### src/rtl/sha256_msg_schedule_pkg.sv
// Shared types and small-sigma helpers for the SHA-256 message schedule.
package sha256_pkg;

  typedef enum logic [1:0] {IDLE, LOAD, EXPAND, DRAIN} state_e;

  localparam int MSG_WORDS = 16;
  localparam int ROUNDS    = 64;

  // sigma0: ROTR7 ^ ROTR18 ^ SHR3
  function automatic logic [31:0] sigma0_small(input logic [31:0] x);
    return {x[6:0], x[31:7]} ^ {x[17:0], x[31:18]} ^ (x >> 3);
  endfunction

  // sigma1: ROTR17 ^ ROTR19 ^ SHR10
  function automatic logic [31:0] sigma1_small(input logic [31:0] x);
    return {x[16:0], x[31:17]} ^ {x[18:0], x[31:19]} ^ (x >> 10);
  endfunction

endpackage

### src/rtl/sha256_msg_schedule_if.sv
// Message-in / schedule-out stream bundle between the block and its neighbours.
interface sha256_msg_schedule_if #(parameter int WIDTH = 32);
  logic             i_start;
  logic             i_m_valid;
  logic [WIDTH-1:0] i_m_data;
  logic             o_m_ready;
  logic             o_w_valid;
  logic [WIDTH-1:0] o_w_data;
  logic [5:0]       o_w_idx;
  logic             i_w_ready;
  logic             o_busy;
  logic             o_done;

  modport master (
    output i_start, i_m_valid, i_m_data, i_w_ready,
    input  o_m_ready, o_w_valid, o_w_data, o_w_idx, o_busy, o_done
  );

  modport slave (
    input  i_start, i_m_valid, i_m_data, i_w_ready,
    output o_m_ready, o_w_valid, o_w_data, o_w_idx, o_busy, o_done
  );
endinterface

### src/rtl/sha256_sigma_small.sv
// Combinational SHA-256 small sigma; SEL=0 gives sigma0, SEL=1 gives sigma1.
module sha256_sigma_small
  import sha256_pkg::*;
#(
  parameter int SEL = 0
) (
  input  logic [31:0] x,
  output logic [31:0] y
);

  generate
    if (SEL == 0) begin : g_s0
      assign y = sigma0_small(x);
    end else begin : g_s1
      assign y = sigma1_small(x);
    end
  endgenerate

endmodule

### src/rtl/sha256_msg_schedule.sv
// SHA-256 message schedule: loads M[0..15], expands W[16..63] over a 16-word
// sliding window and streams W[0..63] through a single output register.
module sha256_msg_schedule #(
  parameter int WIDTH  = 32,
  parameter int ROUNDS = 64
) (
  input  logic                  i_clk,
  input  logic                  i_rst_n,
  sha256_msg_schedule_if.slave  bus
);
  import sha256_pkg::*;

  localparam logic [5:0] LAST_MSG = 6'(MSG_WORDS - 1);
  localparam logic [5:0] LAST_W   = 6'(ROUNDS - 1);

  state_e                          state, state_nxt;
  logic [5:0]                      t;
  logic [MSG_WORDS-1:0][WIDTH-1:0] win;
  logic                            w_valid, done_q;
  logic [WIDTH-1:0]                w_data;
  logic [5:0]                      w_idx;

  logic             adv, w_hs, m_ready, m_acc, w_load;
  logic [WIDTH-1:0] s0, s1, w_exp, w_nxt;

  assign adv   = !w_valid || bus.i_w_ready;
  assign w_hs  = w_valid && bus.i_w_ready;
  assign m_acc = bus.i_m_valid && m_ready;

  // win[14] = W[t-2], win[1] = W[t-15]
  sha256_sigma_small #(.SEL(0)) u_s0 (.x(win[1]),  .y(s0));
  sha256_sigma_small #(.SEL(1)) u_s1 (.x(win[14]), .y(s1));

  assign w_exp = s1 + win[9] + s0 + win[0];

  always_ff @(posedge i_clk or negedge i_rst_n) begin
    if (!i_rst_n) state <= IDLE;
    else          state <= state_nxt;
  end

  always_comb begin
    state_nxt = state;
    case (state)
      IDLE:    if (bus.i_start)              state_nxt = LOAD;
      LOAD:    if (m_acc && t == LAST_MSG)   state_nxt = EXPAND;
      EXPAND:  if (adv && t == LAST_W)       state_nxt = DRAIN;
      DRAIN:   if (w_hs)                     state_nxt = IDLE;
      default:                               state_nxt = IDLE;
    endcase
  end

  always_comb begin
    m_ready = 1'b0;
    w_load  = 1'b0;
    w_nxt   = w_exp;
    case (state)
      LOAD: begin
        m_ready = adv;
        w_load  = bus.i_m_valid && adv;
        w_nxt   = bus.i_m_data;
      end
      EXPAND: w_load = adv;
      default: ;
    endcase
  end

  // Counter, window and output register all advance only on a load, so a
  // stalled output freezes the whole schedule.
  always_ff @(posedge i_clk or negedge i_rst_n) begin
    if (!i_rst_n) begin
      t       <= '0;
      win     <= '0;
      w_valid <= 1'b0;
      w_data  <= '0;
      w_idx   <= '0;
      done_q  <= 1'b0;
    end else begin
      if (state == IDLE && bus.i_start) t <= '0;
      else if (w_load)                  t <= t + 6'd1;

      if (w_load) begin
        win     <= {w_nxt, win[MSG_WORDS-1:1]};
        w_valid <= 1'b1;
        w_data  <= w_nxt;
        w_idx   <= t;
      end else if (w_hs) begin
        w_valid <= 1'b0;
      end

      done_q <= (state == DRAIN) && w_hs;
    end
  end

  assign bus.o_m_ready = m_ready;
  assign bus.o_w_valid = w_valid;
  assign bus.o_w_data  = w_data;
  assign bus.o_w_idx   = w_idx;
  assign bus.o_busy    = (state != IDLE);
  assign bus.o_done    = done_q;

endmodule

### src/flat_wrapper.sv
// flat-port wrapper written by rule: the top's interface ports become plain ports
module sha256_msg_schedule_flat import sha256_pkg::*;
#(
  parameter int WIDTH  = 32,
  parameter int ROUNDS = 64
)
  (i_clk, i_rst_n, bus_i_start, bus_i_m_valid, bus_i_m_data, bus_i_w_ready, bus_o_m_ready, bus_o_w_valid, bus_o_w_data, bus_o_w_idx, bus_o_busy, bus_o_done);
  sha256_msg_schedule_if #(.WIDTH(WIDTH)) bus_i ();
  input  logic i_clk;
  input  logic i_rst_n;
  input wire logic [$bits(bus_i.i_start)-1:0] bus_i_start;
  input wire logic [$bits(bus_i.i_m_valid)-1:0] bus_i_m_valid;
  input wire logic [$bits(bus_i.i_m_data)-1:0] bus_i_m_data;
  input wire logic [$bits(bus_i.i_w_ready)-1:0] bus_i_w_ready;
  output wire logic [$bits(bus_i.o_m_ready)-1:0] bus_o_m_ready;
  output wire logic [$bits(bus_i.o_w_valid)-1:0] bus_o_w_valid;
  output wire logic [$bits(bus_i.o_w_data)-1:0] bus_o_w_data;
  output wire logic [$bits(bus_i.o_w_idx)-1:0] bus_o_w_idx;
  output wire logic [$bits(bus_i.o_busy)-1:0] bus_o_busy;
  output wire logic [$bits(bus_i.o_done)-1:0] bus_o_done;
  assign bus_i.i_start = bus_i_start;
  assign bus_i.i_m_valid = bus_i_m_valid;
  assign bus_i.i_m_data = bus_i_m_data;
  assign bus_i.i_w_ready = bus_i_w_ready;
  assign bus_o_m_ready = bus_i.o_m_ready;
  assign bus_o_w_valid = bus_i.o_w_valid;
  assign bus_o_w_data = bus_i.o_w_data;
  assign bus_o_w_idx = bus_i.o_w_idx;
  assign bus_o_busy = bus_i.o_busy;
  assign bus_o_done = bus_i.o_done;
  sha256_msg_schedule #(.WIDTH(WIDTH), .ROUNDS(ROUNDS)) u_core (.i_clk(i_clk), .i_rst_n(i_rst_n), .bus(bus_i));
endmodule
### config.mk
export PLATFORM = sky130hd
export DESIGN_NAME = sha256_msg_schedule_flat
export DESIGN_NICKNAME = d
export VERILOG_FILES = /design/src/rtl/sha256_msg_schedule_pkg.sv /design/src/rtl/sha256_msg_schedule_if.sv /design/src/rtl/sha256_sigma_small.sv /design/src/rtl/sha256_msg_schedule.sv /design/src/flat_wrapper.sv
export SDC_FILE = /design/constraint.sdc
export NUM_CORES = 1
export LEC_CHECK = 0
export ABC_AREA = 1
export BUFFER_PORTS_ARGS = -buffer_cell sky130_fd_sc_hd__buf_2
export CORE_MARGIN = 4
export CORE_UTILIZATION = 60
export CTS_CLUSTER_SIZE = 25
export DETAILED_ROUTE_END_ITERATION = 8
export GPL_TIMING_DRIVEN = 0
export PLACE_DENSITY = 0.77
export SLEW_MARGIN = 40
export SYNTH_ARGS = -nofsm -noshare
export SYNTH_HDL_FRONTEND = slang
export SYNTH_SLANG_ARGS = --single-unit
export TNS_END_PERCENT = 50
### constraint.sdc
create_clock -name i_clk -period 5.1 [get_ports i_clk]
set_input_delay 0.255 -clock i_clk [delete_from_list [all_inputs] [get_ports i_clk]]
set_output_delay 0.255 -clock i_clk [all_outputs]
set_load 0.02 [all_outputs]
---- Word-level counts from Yosys, hierarchy flattened ----
Index checks and enable logic that the tools add are counted.
cells by class
  eq/ne operators ......................... 9
  add/subtract/negate cells ............... 4
  reductions and logical operators ........ 14
  muxes and demuxes ....................... 12
  bitwise gates (word level) .............. 4
operators by type and width
  cell                                                 count
  adder 32 bit                                         3
  bitwise XOR 32 bit                                   2
  two-way mux 32 bit                                   1
  bitwise XOR 32 x 22 -> 32 bit                        1
  bitwise XOR 32 x 29 -> 32 bit                        1
  two-way mux 6 bit                                    2
  two-way mux 2 bit                                    4
  case mux 2 bit (4 select lines)                      1
  logical AND 1 bit                                    7
  adder 6 x 1 -> 6 bit, second input constant          1
  equality test 6 x 4 -> 1 bit, second input constant  1
  equality test 6 bit, second input constant           1
  != test 2 x 1 -> 1 bit, second input constant        3
  nonzero test 2 bit                                   3
  equality test 2 bit, second input constant           2
  AND reduction 4 bit                                  1
  two-way mux 1 bit                                    3
  equality test 2 x 1 -> 1 bit, second input constant  1
  zero test 2 bit                                      1
  != test 2 bit, second input constant                 1
  case mux 1 bit (2 select lines)                      1
  zero test 1 bit                                      1
  logical OR 1 bit                                     1
storage, ports and cells
  register bits ........................... 528
  word-level logic and storage cells ...... 64
  output and inout bits ................... 42

---- Longest topological paths before layout ----
Gate-level depths: netlist of the first run.
  word-level depth ........................ 7
  mapped depth ............................ 21

---- By module ----
A second synthesis of the first run with hierarchy kept.
second synthesis, totals
  cells, all modules ...................... 3360
  area, all modules ....................... 26190.1 µm²
modules (own cells, without submodules)
  module                            times used  cells each  area an instance (µm²)
  sha256_msg_schedule               1           2978        24627.4
  sha256_sigma_small (u_core.u_s0)  1           209         835.8
  sha256_sigma_small (u_core.u_s1)  1           173         726.9

---- Worst setup path after synthesis of the first run ----
No wires, ideal clock.
  path kind ............................... register to register
  start point ............................. register u_core.win[466] in the netlist's numbering
  end point ............................... register u_core.win[497] in the netlist's numbering
  arrival ................................. 3263 ps
  slack ................................... 1720 ps
  setup time .............................. 116 ps
  buffers on the path ..................... 1
  cell stages (with the launch flop) ...... 22
  path through ............................ dfrtp_1 -> clkbuf_1 -> xnor2_1 -> xor2_1 -> fa_1 -> inv_1 -> fa_1 -> inv_1 -> ha_1 -> inv_1 -> fa_1 -> inv_1 -> nand3_1 -> nand3_1 -> nand2_1 -> nand2_1 -> nand2_1 -> nand2_1 -> xnor2_1 -> nand2_1 -> nand2_1 -> nand2_1
on the way
  word-level cells in the longest chain between the ends .. 6
RTL lines
  element                          line                           RTL
  from (decl)                      sha256_msg_schedule.sv:18      logic [MSG_WORDS-1:0][WIDTH-1:0] win;
  from (signal assigned)           sha256_msg_schedule.sv:82      win <= {w_nxt, win[MSG_WORDS-1:1]};
  bitwise XOR 32 bit               sha256_msg_schedule_pkg.sv:16  return {x[16:0], x[31:17]} ^ {x[18:0], x[31:19]} ^ (x >> 10);
  bitwise XOR 32 x 22 -> 32 bit *  sha256_msg_schedule_pkg.sv:16
  adder 32 bit * (3 in series)     sha256_msg_schedule.sv:34      assign w_exp = s1 + win[9] + s0 + win[0];
  two-way mux 32 bit *             sha256_msg_schedule.sv:56      case (state)
Every way passes the cells marked *; elsewhere a longest branch is shown, timed or not.
A chain may end at the register's enable or synchronous reset.

---- Worst setup path after layout of the first run ----
  start point ............................. register u_core.win[38] in the netlist's numbering
  end point ............................... register u_core.win[502] in the netlist's numbering
on the way
  word-level cells in the longest chain between the ends .. 5
RTL lines
  element                          line                           RTL
  bitwise XOR 32 bit               sha256_msg_schedule_pkg.sv:11  return {x[6:0], x[31:7]} ^ {x[17:0], x[31:18]} ^ (x >> 3);
  bitwise XOR 32 x 29 -> 32 bit *  sha256_msg_schedule_pkg.sv:11
  adder 32 bit * (2 in series)     sha256_msg_schedule.sv:34
  two-way mux 32 bit *             sha256_msg_schedule.sv:56
Marked as above.

==> flow_summary.toml, run 1 <==
[status]
status = "finished clean"

[floorplanning]
ioPinCount = 79
dieHeight_um = 214
dieArea_sq_um = 45600
fp.dieW_um = 214
core_area_sq_um = 41900
rows = 75
start_util_pct = 60.6

[yosys]
synth.cell_area_sq_um = 25400
synth_top_area_share_pct = 52.1
yosysTopAreaCell = "dfrtp_1"
synth_xor_area_share_pct = 4.53
yosys.area_share.simple_pct = 14.3
synthCells = 2936
ys_seq_area_share_pct = 52.1
synth-adder-area-share_pct = 6.72
syn_area_per_cell_sq_um = 8.63
muxShareOfSynthArea_pct = 0
synth_compound_area_share_pct = 11.1
yosys_warnings = 0
ys_ff_latch = 528
ys_types = 30
synth_fp_nets = 3072
ys_top_cells_by_area = "dfrtp_1 (52%), nand2_1 (12%), inv_1 (7.7%)"
synth_top_family_by_area = "simple AND/OR/NAND/NOR gates"

[placed_design]
io_buffers = 78
gp_congestion = 1.00
dp_hpwl_um = 55300
placed_cell_area_sq_um = 26600

[timing]
slew_viol_final = 0
slew_headroom_pct = 50.5
tightest_slew_ns = 0.743
rsz0062_at_grt = "no"
timing.fmax_ghz = 0.232
fin_crit_sh_pct = 84.5
hold_viol = 0
fin_crit_ns = 4.31
finClkSkew_ns = 0.0191
setup_violations = 0

[setup_path]
rr_worst_depth = 20
endpoint_kind = "flip-flop"
crit_arrival_ns = 4.83
path_cells = "clkbuf_1, xnor2_1, xor2_1, inv_1, fa_1, inv_1, fa_1, inv_1, ha_1, nand2_1, nor2_1, nand2_1, nand3_1, nand2_1, nand2_1, nand2_1, nand3_1, nand3_1, nand2_1, nand2_1"
slowest_stage = "fa_1"
cpPeakStageDelay_ns = 0.51
critPathLaunch = "u_core.win[38]"
r2r_start = "u_core.win[38]"
critPathMaxFanout = 6
critPathRequiredTime_ns = 5.62
critical_path_class = "reg -> reg"
start_kind = "flip-flop"
cp_common_cell = "nand2_1"

[clocking]
cts_sinks = 528
clkTransAtPathRegs_ns = 0.07
htreeDepth = 2
root_buffer = "clkbuf_16"
cts_buffer_depth = 3
cts_buffers = 53
cts_tree = "done"
clock_latency_ns = 0.63

[grt]
grt_overflow = 0
grt_pass1_wl_um = 112000
grt_max_degree = 81
grt_util_all_layers_pct = 32.5
antenna_found_initial = 0
first_global_vias = 19800

[flow_run]
max_cap_violations = 0

[route]
first_pass_iters = 6
drtAntennaViolNets = 0
drc = 0
initialDrtViolationCount = 2229
wire_per_inst_um = 19.7
viasPerCell = 5.42
totalWireLength_um = 72400
num_vias = 20000

[cells_and_area]
n_antenna_cell = 0
num-nets-final = 3236
fin_area_sq_um = 28800
fill_cells = 3270
syn_to_final_growth_pct = 13.5
layout-drive-gt1-share_pct = 10.2

[min_path]
hold_start = "bus_i_m_data[12]"
hp-class = "in -> reg"
whs_path_depth = 3
==> cell type report <==
cell class	instances	area, sq um	share of cell area (%)
clock inverter	23	389	1.35
timing repair buffer	109	833	2.90
multi-input combinational	1725	9300	32.3
tap	539	674	2.34
buffer	159	876	3.04
sequential	528	13200	45.9
inverter	524	1970	6.83
clock buffer	76	1530	5.33
==> final timing paths <==
check / end / slack (ns)
max: u_core.win[502] / 0.79
min: u_core.win[492] / 0.02
max reg2reg: u_core.win[502] / 0.79
min reg2reg: u_core.win[95] / 0.48
max in group asynchronous: u_core.win[504] / 3.58
min in group asynchronous: u_core.win[145] / 0.11
==> cells in the final DEF (no fill, tap or decap), types with 4 or more instances in the layout <==
master         count
nand2_1          794
dfrtp_1          528
inv_1            522
o21ai_1          297
o21ai_0          206
buf_2            183
nor2_1            79
xor2_1            73
fa_1              62
xnor2_1           58
clkbuf_16         53
nand3_1           45
a21oi_1           37
ha_1              37
buf_4             33
clkbuf_1          28
dlygate4sd3_1     24
clkbuf_8          12
bufinv_16          8
nor3_1             7
buf_16             7
a22oi_1            5
clkinv_2           5
o211ai_1           4
clkinvlp_4         4
==> flip-flops by register name, indices dropped and copies added, names as in the netlist <==
name	flops
u_core.bus.o_w_valid	1
u_core.bus.o_w_idx	6
u_core.t	6
u_core.bus.o_done	1
u_core.state	2
u_core.win	512
==> critical path, delay by kind of cell (launching register included) <==
| family | cells | cell delay [ns] |
|---|---|---|
| AND/OR/NAND/NOR | 11 | 1.43 |
| buffers and inverters | 4 | 0.52 |
| flip-flops | 1 | 0.32 |
| XOR/XNOR | 2 | 0.52 |
| adder cells (fa/ha/maj) | 3 | 1.40 |
==> per-stage QoR <==
step	std cells	TNS, ns	hold WS [ns]	util (%)	setup slack (ns)
after floorplan	2936	0	-0.0406	-	1.72
after global placement	3553	-3365.48	0.463	63.1	-6.46
after detailed placement	3560	0	0.141	63.6	0.894
after CTS	3683	0	0.000372	68.8	0.874
after global routing	3683	0	0.0205	68.8	0.583
final	3683	0	0.0231	68.8	0.788
==> cell families (layout without fill, tap and decap cells) <==
kind of cell	count (synthesis)	after routing
compound gates	557	557
xor+xnor	131	131
fa+ha+maj	99	99
buf+inv	683	891
flops	528	528
simple gates	938	938
==> layer usage <==
layer	vias up	track usage [%]	share of wire, %
met5	-	0	0
met4	0	13.6	5.0
met3	179	5.34	7.5
met2	773	50.8	45
met1	9761	46.2	42
li1	9263	-	-
==> synth_stat cells <==
cell type	number
nand2_1	794
dfrtp_1	528
inv_1	522
o21ai_1	297
o21ai_0	206
buf_2	106
nor2_1	79
xor2_1	73
fa_1	62
xnor2_1	58
nand3_1	45
a21oi_1	37
ha_1	37
buf_4	33
clkbuf_1	17
nor3_1	7
a22oi_1	5
o211ai_1	4
a31oi_1	3
and2_1	3
buf_6	3
nand4_1	3
or2_2	3
and3_1	2
inv_2	2
o21bai_1	2
o22ai_1	2
a21o_1	1
nand3b_1	1
nor2_2	1
==> repair_timing <==
action | 4_1_cts | 5_1_grt
buffers inserted | 0 | 0
resized for setup | 0 | 0
hold buffers | 24 | 0
hold endpoints to repair | 179 | 0
Power of run 1 is not shown: default switching activity piles up to over one toggle a cycle in this logic, so the estimate is an artifact.
==> inputs of run 2 (changes only) <==
--- a/config.mk
+++ b/config.mk
@@ -8,7 +8,7 @@
 export ABC_AREA = 1
 export BUFFER_PORTS_ARGS = -buffer_cell sky130_fd_sc_hd__buf_2
 export CORE_MARGIN = 4
-export CORE_UTILIZATION = 60
+export CORE_UTILIZATION = 57
 export CTS_CLUSTER_SIZE = 25
 export DETAILED_ROUTE_END_ITERATION = 8
 export GPL_TIMING_DRIVEN = 0
==> constraint.sdc (replaced) <==
create_clock -name i_clk -period 3.5 [get_ports i_clk]
set_input_delay 0.175 -clock i_clk [delete_from_list [all_inputs] [get_ports i_clk]]
set_output_delay 0.175 -clock i_clk [all_outputs]
set_load 0.02 [all_outputs]
==> run 2 against run 1 <==
Compared with the run above: the run now ends with negative setup slack left; highest routed layer unchanged; design area is 6.4% higher; maximum frequency rose by 18%; via count is 2.6% higher.
==> flow_summary.toml, run 2 (same netlist as run 1, synthesis figures left out) <==
[route]
wire_per_inst_um = 20.0
totalWireLength_um = 75300
drc = 0
viasPerCell = 5.43
drtAntennaViolNets = 0
num_vias = 20500
first_pass_iters = 8
initialDrtViolationCount = 2243

[timing]
timing.fmax_ghz = 0.273
rsz0062_at_grt = "yes"
slew_headroom_pct = 36.6
fin_crit_ns = 3.66
tightest_slew_ns = 0.951
fin_crit_sh_pct = 105
slew_viol_final = 0
setup_violations = 26
layout_setup_ws_ns = -0.162
finClkSkew_ns = 0.0379
hold_viol = 0

[floorplanning]
dieArea_sq_um = 47900
rows = 77
fp.dieW_um = 219
start_util_pct = 57.5
dieHeight_um = 219
core_area_sq_um = 44100
ioPinCount = 79

[cells_and_area]
final_util_pct = 69.4
syn_to_final_growth_pct = 20.8
num-nets-final = 3278
final_common_cell = "nand2_1"
largest_register_ffs = 512
layout-drive-gt1-share_pct = 20.3
regMostFlops = "u_core.win"
final_cell_mix = "nand2_1 (704), dfrtp_1 (498), inv_1 (494)"

[clocking]
cts_buffers = 54
clkTransAtPathRegs_ns = 0.06
root_buffer = "clkbuf_16"
clock_latency_ns = 0.62
cts_sinks = 528
cts_buffer_depth = 3
htreeDepth = 2
cts_tree = "done"

[setup_path]
endpoint_kind = "flip-flop"
start_kind = "flip-flop"
cpPeakStageDelay_ns = 0.55
crit_arrival_ns = 4.17
path_cells = "xnor2_2, xor2_1, inv_1, fa_1, inv_1, fa_1, inv_2, ha_4, nand2_2, nor2_2, nand2_1, nor2_1, nand2_2, nand3_1, nand3_4, nand2_2, nand2_1"
critical_path_class = "reg -> reg"
critPathRequiredTime_ns = 4.01
slowest_stage = "fa_1"
cp_common_cell = "nand2_2"
critPathMaxFanout = 4

[grt]
antenna_found_initial = 1
first_global_vias = 20500
grt_overflow = 0
grt_util_all_layers_pct = 31.9
grt_max_degree = 78
grt_pass1_wl_um = 117000

[min_path]
hp-class = "in -> reg"

[placed_design]
dp_hpwl_um = 54900
gp_congestion = 0.986
io_buffers = 78

[status]
violations = "negative setup slack"
status = "complete, but fails checks"

[flow_run]
max_cap_violations = 0
run 2: cell count changes in the layout (fill, tap and decap cells not counted), moves of 30 or more:
cell	before	now
dfrtp_2	0	30
nand2_2	0	66
xnor2_1	58	25
buf_4	33	69
dfrtp_1	528	498
nand2_1	794	704
xnor2_2	0	31
run 2: layout make-up:
| type | count | area, sq um |
|---|---|---|
| flip-flops and latches | 528 | 13300 |
| clock buffers | 81 | 1590 |
| fillers | 3346 | 13500 |
| diodes | 1 | 2.50 |
| inverters | 524 | 1970 |
| plain buffers | 153 | 855 |
| well taps | 592 | 741 |
| multi-input cells | 1725 | 10800 |
| repair buffers | 156 | 1230 |
| clock inverters | 16 | 209 |
run 2: layer usage:
layer | GRT usage [%] | wire length, um
met5 | 0 | 0
met4 | 13.7 | 3920
met3 | 5.98 | 6310
met2 | 49.8 | 34500
met1 | 44.2 | 30600
run 2: through the flow:
stage	setup WS, ns	std cells	instance area (sq um)	TNS [ns]	hold WS (ns)
after floorplan	0.120	2936	25400	0	-0.121
after global placement	-7.99	3606	26500	-4180.32	0.445
after detailed placement	-0.694	3614	26700	-12.17	0.192
after CTS	-0.0777	3765	30000	-0.620	0.00233
after global routing	-0.318	3775	30600	-6.29	0.0172
final	-0.162	3776	30600	-2.65	0.0114
run 2: final timing paths:
kind,startpoint,end,slack (ns),cells after the start
max,u_core.win[56],u_core.win[511],-0.16,17
min,bus_i_m_data[20],u_core.win[500],0.01,5
max reg2reg,u_core.win[56],u_core.win[511],-0.16,17
min reg2reg,u_core.win[375],u_core.win[343],0.47,2
max in group asynchronous,i_rst_n,u_core.win[466],1.58,7
min in group asynchronous,i_rst_n,u_core.win[113],0.15,3
run 2: what timing repair did:
action	CTS	global route
endpoints found under the hold margin	237	0
setup endpoints to repair	29	28
resized for setup	219	142
buffers inserted	27	10
pin swaps	55	74
hold buffers	33	0
run 2: critical path: cells and delay by family, from the launching register on:
family | cells | cell delay (ns)
xor+xnor | 2 | 0.47
fa+ha+maj | 3 | 1.36
buf+inv | 3 | 0.24
flops | 1 | 0.47
simple gates | 9 | 1.01
Power of run 2 is left out for the same reason.
